### config.mk
export PLATFORM = sky130hd
export DESIGN_NAME = fdiv_flat
export DESIGN_NICKNAME = d
export VERILOG_FILES = /design/src/rtl/fpu_pkg.sv /design/src/rtl/fdiv_if.sv /design/src/rtl/fdiv_step.sv /design/src/rtl/fdiv.sv /design/src/flat_wrapper.sv
export SDC_FILE = /design/constraint.sdc
export NUM_CORES = 1
export LEC_CHECK = 0
export ABC_AREA = 1
export CORE_MARGIN = 5
export CORE_UTILIZATION = 58
export DETAILED_ROUTE_END_ITERATION = 10
export PLACE_DENSITY_LB_ADDON = 0.3
export SLEW_MARGIN = 20
export SYNTH_ARGS = -nofsm -noshare
export SYNTH_HDL_FRONTEND = slang
export SYNTH_SLANG_ARGS = --single-unit
### constraint.sdc
create_clock -name clk -period 4.75 [get_ports clk]
set_clock_uncertainty 0.2 [all_clocks]
set_input_delay 0.475 -clock clk [delete_from_list [all_inputs] [get_ports clk]]
set_output_delay 0.475 -clock clk [all_outputs]
set_load 0.005 [all_outputs]
### src/rtl/fpu_pkg.sv
// Shared FPU definitions: field widths, bias, canonical quiet NaN,
// the float field layout and the divider state / special-case encodings.
package fpu_pkg;

  localparam int          EXP_BIAS = 127;
  localparam int          EXP_W    = 8;
  localparam int          MAN_W    = 23;
  localparam logic [31:0] QNAN     = 32'h7FC0_0000;
  localparam logic [7:0]  EXP_MAX  = 8'hFF;

  typedef struct packed {
    logic             sign;
    logic [EXP_W-1:0] exp;
    logic [MAN_W-1:0] man;
  } float_t;

  typedef enum logic [1:0] {IDLE, CALC, ROUND, DONE} fdiv_state_t;

  // Result class decided at accept time; SP_NONE means "use the datapath".
  typedef enum logic [1:0] {SP_NONE, SP_ZERO, SP_INF, SP_NAN} fdiv_special_t;

endpackage

### src/rtl/fdiv_if.sv
// Operation handshake for the divider: operands and ready in, result and valid out.
interface fdiv_if;
  logic [31:0] x1;
  logic [31:0] x2;
  logic        ready;
  logic        valid;
  logic [31:0] y;

  modport master (output x1, x2, ready, input valid, y);
  modport slave  (input x1, x2, ready, output valid, y);
endinterface

### src/rtl/fdiv_step.sv
// One restoring division step: compare, conditionally subtract, shift left.
module fdiv_step (
  input  logic [25:0] rem,
  input  logic [23:0] div,
  output logic [25:0] rem_next,
  output logic        q_bit
);
  logic [25:0] sub;
  logic [25:0] kept;

  // Quotient bit is 1 when the divisor fits; the remainder after the
  // subtract is below the divisor, so the doubled value still fits 26 bits.
  always_comb begin
    q_bit    = (rem >= {2'b00, div});
    sub      = rem - {2'b00, div};
    kept     = q_bit ? sub : rem;
    rem_next = kept << 1;
  end
endmodule

### src/rtl/fdiv.sv
// Iterative single-precision divider y = x1 / x2 (restoring, BITS_PER_CYCLE
// quotient bits per cycle). Optional IEEE inf/NaN decoding: FDIV_NAN_EN.
module fdiv
  import fpu_pkg::*;
#(
  parameter int BITS_PER_CYCLE = 1
) (
  input  logic  clk,
  input  logic  rstn,
  fdiv_if.slave bus
);
  localparam int         ITER = 26 / BITS_PER_CYCLE;
  localparam logic [4:0] LAST = 5'(ITER - 1);

  fdiv_state_t   state_reg;
  fdiv_special_t special_reg;
  logic          sign_reg;
  logic [9:0]    exp_base_reg;
  logic [23:0]   div_reg;
  logic [25:0]   rem_reg;
  logic [25:0]   q_reg;
  logic [4:0]    cnt_reg;
  logic [31:0]   y_reg;
  logic          valid_reg;

  float_t        a;
  float_t        b;
  fdiv_special_t special_in;

  // Classify the operands at accept time so ROUND only has to pick a result.
  always_comb begin
    a          = float_t'(bus.x1);
    b          = float_t'(bus.x2);
    special_in = SP_NONE;
`ifdef FDIV_NAN_EN
    if ((a.exp == EXP_MAX && a.man != '0) || (b.exp == EXP_MAX && b.man != '0) ||
        (a.exp == EXP_MAX && b.exp == EXP_MAX) || (a.exp == '0 && b.exp == '0))
      special_in = SP_NAN;
    else if (a.exp == EXP_MAX) special_in = SP_INF;
    else if (b.exp == EXP_MAX) special_in = SP_ZERO;
    else if (a.exp == '0)      special_in = SP_ZERO;
    else if (b.exp == '0)      special_in = SP_INF;
`else
    if (a.exp == '0)      special_in = SP_ZERO;
    else if (b.exp == '0) special_in = SP_INF;
`endif
  end

  // Chain of restoring steps; stage 0 yields the most significant new bit.
  logic [BITS_PER_CYCLE:0][25:0] rem_chain;
  logic [BITS_PER_CYCLE-1:0]     q_bits;
  logic [25:0]                   q_next;

  assign rem_chain[0] = rem_reg;
  assign q_next       = {q_reg[25-BITS_PER_CYCLE:0], q_bits};

  generate
    for (genvar gi = 0; gi < BITS_PER_CYCLE; gi++) begin : g_step
      fdiv_step u_step (
        .rem      (rem_chain[gi]),
        .div      (div_reg),
        .rem_next (rem_chain[gi+1]),
        .q_bit    (q_bits[BITS_PER_CYCLE-1-gi])
      );
    end
  endgenerate

  logic [22:0] mant;
  logic [22:0] mant_rnd;
  logic        guard;
  logic        carry;
  logic [9:0]  exp_fin;
  logic [31:0] result;

  // Normalise the 26-bit quotient, round half-up on the guard bit and pick
  // the final encoding; the exponent is treated as a 10-bit two's complement.
  always_comb begin
    if (q_reg[25]) begin
      mant  = q_reg[24:2];
      guard = q_reg[1];
    end else begin
      mant  = q_reg[23:1];
      guard = q_reg[0];
    end
    carry    = guard & (&mant);
    mant_rnd = mant + {22'b0, guard};
    exp_fin  = exp_base_reg - {9'b0, ~q_reg[25]} + {9'b0, carry};
    result   = {sign_reg, 31'b0};
    case (special_reg)
      SP_ZERO: result = {sign_reg, 31'b0};
      SP_INF:  result = {sign_reg, EXP_MAX, 23'b0};
      SP_NAN:  result = QNAN;
      default: begin
        if (exp_fin[9] || exp_fin == '0)
          result = {sign_reg, 31'b0};
        else if (exp_fin[8] || (&exp_fin[7:0]))
          result = {sign_reg, EXP_MAX, 23'b0};
        else
          result = {sign_reg, exp_fin[7:0], mant_rnd};
      end
    endcase
  end

  // Control FSM and datapath registers. valid is registered off DONE, so the
  // pulse appears in the cycle after DONE (ITER+2 edges after accept) while
  // the FSM is already back in IDLE and able to accept the next operation.
  always_ff @(posedge clk or negedge rstn) begin
    if (!rstn) begin
      state_reg    <= IDLE;
      special_reg  <= SP_NONE;
      sign_reg     <= 1'b0;
      exp_base_reg <= '0;
      div_reg      <= '0;
      rem_reg      <= '0;
      q_reg        <= '0;
      cnt_reg      <= '0;
      y_reg        <= '0;
      valid_reg    <= 1'b0;
    end else begin
      valid_reg <= 1'b0;
      case (state_reg)
        IDLE: if (bus.ready) begin
          special_reg  <= special_in;
          sign_reg     <= a.sign ^ b.sign;
          exp_base_reg <= {2'b00, a.exp} - {2'b00, b.exp} + 10'(EXP_BIAS);
          rem_reg      <= {2'b00, 1'b1, a.man};
          div_reg      <= {1'b1, b.man};
          q_reg        <= '0;
          cnt_reg      <= '0;
          state_reg    <= CALC;
        end
        CALC: begin
          rem_reg <= rem_chain[BITS_PER_CYCLE];
          q_reg   <= q_next;
          cnt_reg <= cnt_reg + 5'd1;
          if (cnt_reg == LAST) state_reg <= ROUND;
        end
        ROUND: begin
          y_reg     <= result;
          state_reg <= DONE;
        end
        default: begin
          valid_reg <= 1'b1;
          state_reg <= IDLE;
        end
      endcase
    end
  end

  assign bus.y     = y_reg;
  assign bus.valid = valid_reg;
endmodule

### src/flat_wrapper.sv
// flat-port wrapper written by rule: the top's interface ports become plain ports
module fdiv_flat import fpu_pkg::*;
#(
  parameter int BITS_PER_CYCLE = 1
)
  (clk, rstn, bus_x1, bus_x2, bus_ready, bus_valid, bus_y);
  fdiv_if bus_i ();
  input  logic clk;
  input  logic rstn;
  input wire logic [$bits(bus_i.x1)-1:0] bus_x1;
  input wire logic [$bits(bus_i.x2)-1:0] bus_x2;
  input wire logic [$bits(bus_i.ready)-1:0] bus_ready;
  output wire logic [$bits(bus_i.valid)-1:0] bus_valid;
  output wire logic [$bits(bus_i.y)-1:0] bus_y;
  assign bus_i.x1 = bus_x1;
  assign bus_i.x2 = bus_x2;
  assign bus_i.ready = bus_ready;
  assign bus_valid = bus_i.valid;
  assign bus_y = bus_i.y;
  fdiv #(.BITS_PER_CYCLE(BITS_PER_CYCLE)) u_core (.clk(clk), .rstn(rstn), .bus(bus_i));
endmodule
==> results of run 1 <==
==> final cells by class <==
type / count / area [um2]
fillers: 1355 / 4770
well taps: 216 / 270
repair buffers: 111 / 1080
clock inverters: 14 / 179
inverters: 199 / 747
flip-flops and latches: 129 / 3230
multi-input cells: 951 / 5110
clock buffers: 18 / 439
==> how the worst min path moves through the flow <==
stage	start	end	slack [ns]	cells past startpoint
after floorplan	rstn	u_core.bus.valid	-0.02	0
after global placement	u_core.div_reg[23]	u_core.div_reg[23]	0.25	2
after detailed placement	u_core.div_reg[23]	u_core.div_reg[23]	0.25	2
after CTS	u_core.div_reg[23]	u_core.div_reg[23]	0.27	2
after global routing	u_core.div_reg[23]	u_core.div_reg[23]	0.29	2
final	u_core.div_reg[23]	u_core.div_reg[23]	0.26	2
==> kinds of logic after synthesis <==
group,Yosys count
AO/OA/AOI/OAI,235
buffers and inverters,238
adder cells (fa/ha/maj),54
flip-flops,129
AND/OR/NAND/NOR,631
XOR/XNOR,31
==> stage by stage <==
stage	total power [mW]	instances	util (%)	instance area (um2)
6_report	8.00	1638	69.9	11100
5_1_grt	8.79	1638	69.9	11100
4_1_cts	8.00	1638	69.9	11100
3_5_place_dp	6.57	1605	65.9	10400
3_3_place_gp	6.47	1605	65.9	10400
2_1_floorplan	5.42	1318	-	9300
==> routing by layer <==
layer	track usage (%)	vias up
li1	-	4522
met1	31.7	4095
met2	46.2	187
met3	3.90	38
met4	8.57	0
met5	0	-
==> report_power, final <==
group,internal (mW),switching [mW]
clock,0.846,0.536
sequential,1.50,0.226
combinational,1.74,3.15
==> worst reg2reg max path: cells and delay by family (launching register included) <==
kind	cells	cell delay [ns]
AO/OA/AOI/OAI	2	0.32
adder cells (fa/ha/maj)	2	0.63
AND/OR/NAND/NOR	14	1.68
buffers and inverters	5	0.60
flip-flops	1	0.67
==> layout by cell type, fill, tap and decap left out, types with 12 or more instances in the layout <==
cell | netlist | final
nand4_1 | 44 | 44
buf_4 | 4 | 12
dfrtp_1 | 129 | 128
nand3_1 | 96 | 96
ha_1 | 51 | 51
nor2_1 | 119 | 119
o22ai_1 | 28 | 28
clkbuf_16 | 0 | 17
xor2_1 | 20 | 20
o21ai_0 | 67 | 67
clkdlybuf4s50_1 | 0 | 98
o21ai_1 | 22 | 22
a21oi_1 | 81 | 81
a22oi_1 | 12 | 12
nand2_1 | 321 | 321
inv_1 | 187 | 187
==> repair_timing <==
action                                  CTS  global route
setup buffers                             0             0
hold buffers                              1             0
gates resized for setup                   0             1
endpoints found under the hold margin    59             0
endpoints found under the setup margin    0            21
==> flow_metrics.tcl, run 1 <==
set metrics [dict create \
    outcome "complete, no violations" \
    cp_num_buf_inv 5 \
    root_buffer "clkbuf_16" \
    worstReg2RegStart "u_core.q_reg[25]" \
    synthTopCellsByArea "dfrtp_1 (35%), nand2_1 (13%), inv_1 (7.5%)" \
    synth.top_cells.by_count "nand2_1 (321), inv_1 (187), dfrtp_1 (129)" \
    clk_pin_slew_worst_paths_ns 0.06 \
    io_pins 100 \
    synth_top_area_share_pct 34.7 \
    highest_layer "met4" \
    seq_area_frac_synth_pct 34.7 \
    clk_latency_ns 0.43 \
    row_count 46 \
    dr_wl_met2_mm 12.0 \
    async_flop_share_pct 100 \
    critPathCapture "u_core.bus.y[6]" \
    tightest_slew_ns 0.997 \
    n_antenna_cell 0 \
    grt_max_degree 62 \
    worstPathRequired_ns 4.90 \
    routedWlPerCell_um 14.1 \
    crit_path_start "u_core.q_reg[25]" \
    largest_register_ffs 32 \
    yosysTopAreaCell "dfrtp_1" \
    synth.most_common_cell "nand2_1" \
    crit_family "simple AND/OR/NAND/NOR gates" \
    slowest_delay_ns 0.67 \
    synth_top_family_by_area "simple AND/OR/NAND/NOR gates" \
    antenna_found_initial 0 \
    r2r_slack_ns 0.54 \
    rsz0062_at_grt "false" \
    cts_tree "yes" \
    grt_pass1_vias 8652 \
    grt_use_total_pct 25.8 \
    synth-compound-area-share_pct 14.1 \
    port_buffers 99 \
    cts.sinks 129 \
    yosys_warnings 0 \
    synth_nets 1439 \
    start_util_pct 58.8 \
    maxCapViolCount 0 \
    ant_nets 0 \
    htree_levels 4 \
    routed-wl-met3_um 843 \
    hold_class "reg -> reg" \
    fp.dieW_um 137 \
    synthXorXnorAreaFrac_pct 2.92 \
    gp_congestion 0.979 \
    syn_to_final_growth_pct 18.9 \
    leakage_nw 5.30 \
    synth_edf_count 0 \
    worst_slack_ns 0.545 \
    overflow 0 \
    cts_buffers 17 \
    cp_cell_sequence "buf_4, nand2_1, o21ai_2, nand2_1, nor2_1, nand3_1, nor4_1, ha_1, inv_1, fa_1, inv_1, nand2_1, nand2_1, nand3b_1, nand2_1, nand2_1, nand2_1, inv_2, nand3_1, nand2_2, inv_2, nand3_4, o21ai_0" \
    r2r_end "u_core.bus.y[6]" \
    synth_area_um2 9300 \
    critical_path_depth 23 \
    fin_crit_sh_pct 88.5 \
    cp_slowest_cell "dfrtp_2" \
    vias_per_cell 5.40 \
    reg2reg_depth 23 \
    first_iter_violations 550 \
    yosys.area_share.simple_pct 30.4 \
    syn_area_per_cell_um2 7.06 \
    wl_met1_mm 9.75 \
    ys_ff_latch 129 \
    end_kind "register" \
    dp_hpwl_mm 17.5 \
    synthMuxAreaShare_pct 0 \
    setup.worst_path.class "reg -> reg" \
    final_nets 1530 \
    dr.pass1.iters 7 \
    slew_violations 0 \
    hold_viol_final 0 \
    maxSlewHeadroom_pct 33.1 \
    cellPowerDensity_nw_per_um2 723 \
    fin_setup_tns_ns 0 \
    cp_max_fo 28 \
    post-route-drc-count 0 \
    hold_slack_ns 0.265 \
    synth_cell_types 45 \
    dp_worst_setup_slack_ns 0.262 \
    fp.dieH_um 137 \
    startpoint_type "register" \
    cp_common_cell "nand2_1" \
    clk_path_buf_depth 2 \
    yosys.area_share.adder_pct 7.50 \
    synth_ff_type "dfrtp_1" \
    drive_gt1_share_pct 6.54 \
    wl_mm 23.1 \
    grt_pass1_wl_mm 39.1 \
    max-vdd-ir-drop_v 0.000415 \
    setup_viol 0 \
    coreArea_um2 15800 \
    vias 8842 \
    min_period_ns 4.21 \
    fmax_ghz 0.238 \
    die-area_um2 18700 \
    arrival_ns 4.35 \
    synthCells 1318 \
]
(Power assumes the default switching activity.)
==> run 2: changes to the inputs <==
PLACE_DENSITY = 0.79   (was default)
PLACE_DENSITY_LB_ADDON = default   (was 0.3)
==> run 2 against run 1 <==
Effect of this change:
- sequential share of layout area hardly changed
- via count hardly changed
- worst hold slack better by 0.015 ns
- global-route usage is 0.070 points higher
- wire length is 2.2% higher
- register-to-register slack hardly changed
- maximum frequency hardly changed
- first-iteration DRC count is 1.8% higher
- flip-flop and latch count stayed put
- worst setup slack better by 0.0020 ns
- final cell count is 0.12% lower
- critical endpoint is now u_core.bus.y[5]
- highest routed layer unchanged
==> flow_metrics.tcl, run 2 (same netlist as run 1, synthesis figures left out) <==
set metrics [dict create \
    outcome "complete, no violations" \
    worstPathRequired_ns 4.89 \
    ant_nets 0 \
    coreArea_um2 15800 \
    maxSlewHeadroom_pct 34.4 \
    min_period_ns 4.20 \
    arrival_ns 4.34 \
    dp_hpwl_mm 17.7 \
    cp_cell_sequence "buf_4, o21ai_1, nand2_1, nor2_2, inv_2, nor4_1, ha_1, inv_1, fa_1, inv_1, nand2_1, nand2_1, nand3b_1, nand2_1, nand2_1, nand2_1, inv_2, nand3_1, nand2_2, inv_2, nand3_4, o21ai_0" \
    vias 8845 \
    post_cts_resized 0 \
    cts_buffers 17 \
    fp.dieH_um 137 \
    grt_use_met2_pct 46.7 \
    root_buffer "clkbuf_16" \
    grt_pass1_vias 8461 \
    dr.pass1.iters 5 \
    final_cell_mix "nand2_1 (321), inv_1 (187), dfrtp_1 (128)" \
    cp_max_fo 27 \
    overflow 0 \
    grt_use_total_pct 25.9 \
    io_pins 100 \
    wl_mm 23.6 \
    fin_setup_tns_ns 0 \
    slowest_delay_ns 0.59 \
    cellPowerDensity_nw_per_um2 726 \
    first_iter_violations 560 \
    cp_common_cell "nand2_1" \
    largest_register_ffs 32 \
    crit_family "simple AND/OR/NAND/NOR gates" \
    die-area_um2 18700 \
    fmax_ghz 0.238 \
    rsz0062_at_grt "false" \
    clk_path_buf_depth 2 \
    tightest_slew_ns 0.978 \
    syn_to_final_growth_pct 18.8 \
    post-route-drc-count 0 \
    routedWlPerCell_um 14.4 \
    max-vdd-ir-drop_v 0.000432 \
    cp_num_buf_inv 6 \
    hold_class "reg -> reg" \
    clk_pin_slew_worst_paths_ns 0.06 \
    cts_tree "yes" \
    cts.sinks 129 \
    drive_gt1_share_pct 6.41 \
    grt_max_degree 58 \
    fin_crit_sh_pct 88.5 \
    met1_usage_pct 30.8 \
    setup.worst_path.class "reg -> reg" \
    startpoint_type "register" \
    hold_viol_final 0 \
    leakage_nw 5.29 \
    busiest_layer "met2" \
    final_util_pct 69.8 \
    setup_viol 0 \
    final_common_cell "nand2_1" \
    port_buffers 99 \
    grt_pass1_wl_mm 39.2 \
    n_antenna_cell 0 \
    htree_levels 4 \
    slew_violations 0 \
    row_count 46 \
    start_util_pct 58.8 \
    clk_latency_ns 0.43 \
    hold_buffers 1 \
    gp_congestion 0.951 \
    end_kind "register" \
    cp_slowest_cell "dfrtp_2" \
    vias_per_cell 5.41 \
    met3_usage_pct 4.08 \
    antenna_found_initial 0 \
    final_nets 1529 \
    maxCapViolCount 0 \
    postCtsSetupBuffers 0 \
    fp.dieW_um 137 \
]
==> run 2: cell count changes in the layout (fill, tap and decap cells not counted), sizes merged <==
cell	change
buf	-1
clkinvlp	-1
==> run 2: final cells by class <==
class	count	area, um2
multi-input cells	951	5110
inverters	199	747
flip-flops and latches	129	3230
well taps	216	270
fillers	1373	4780
clock buffers	18	439
repair buffers	110	1070
clock inverters	13	178
==> run 2: tightest hold or removal path: cells and delay by family, from the launching register on <==
kind	cells	cell delay (ns)
AO/OA/AOI/OAI	1	0.05
AND/OR/NAND/NOR	1	0.05
flip-flops	1	0.34
==> run 2: metal layers <==
metal  part of all wire (%)  routed length [um]
met5                      0                   0
met4                    2.7                 635
met3                    3.6                 854
met2                     51               12100
met1                     42               10000
==> run 2: final timing paths <==
path,from,to,slack (ns),depth (start not counted)
worst max-delay path,u_core.q_reg[25],u_core.bus.y[5],0.55,22
worst min-delay path,u_core.bus.y[1],u_core.bus.y[1],0.28,2
worst max register to register,u_core.q_reg[25],u_core.bus.y[5],0.55,22
worst min register to register,u_core.bus.y[1],u_core.bus.y[1],0.28,2
max in group asynchronous,rstn,u_core.q_reg[1],2.73,3
min in group asynchronous,rstn,u_core.bus.y[12],0.42,2
==> run 2: where the power goes <==
part	switching [mW]	leakage, nW	internal (mW)
Sequential	0.227	1.62	1.50
Combinational	3.19	3.37	1.74
Clock	0.527	0.295	0.847
Total	3.94	5.29	4.08
==> run 2: metrics by stage <==
step	instance area, um2	worst slack [ns]	instances	hold WS, ns	power (mW)
6_report	11100	0.547	1636	0.280	8.02
5_1_grt	11100	0.0622	1636	0.289	8.80
4_1_cts	11100	0.517	1636	0.282	8.02
3_5_place_dp	10400	0.527	1604	0.268	6.58
3_3_place_gp	10400	0.663	1604	0.245	6.48
2_1_floorplan	9300	1.13	1318	-0.0206	5.42
==> run 3: changes to the inputs <==
SLEW_MARGIN = default   (was 20)
==> results of run 3 <==
Final layout, timing and power as in run 2 (identical DEF).
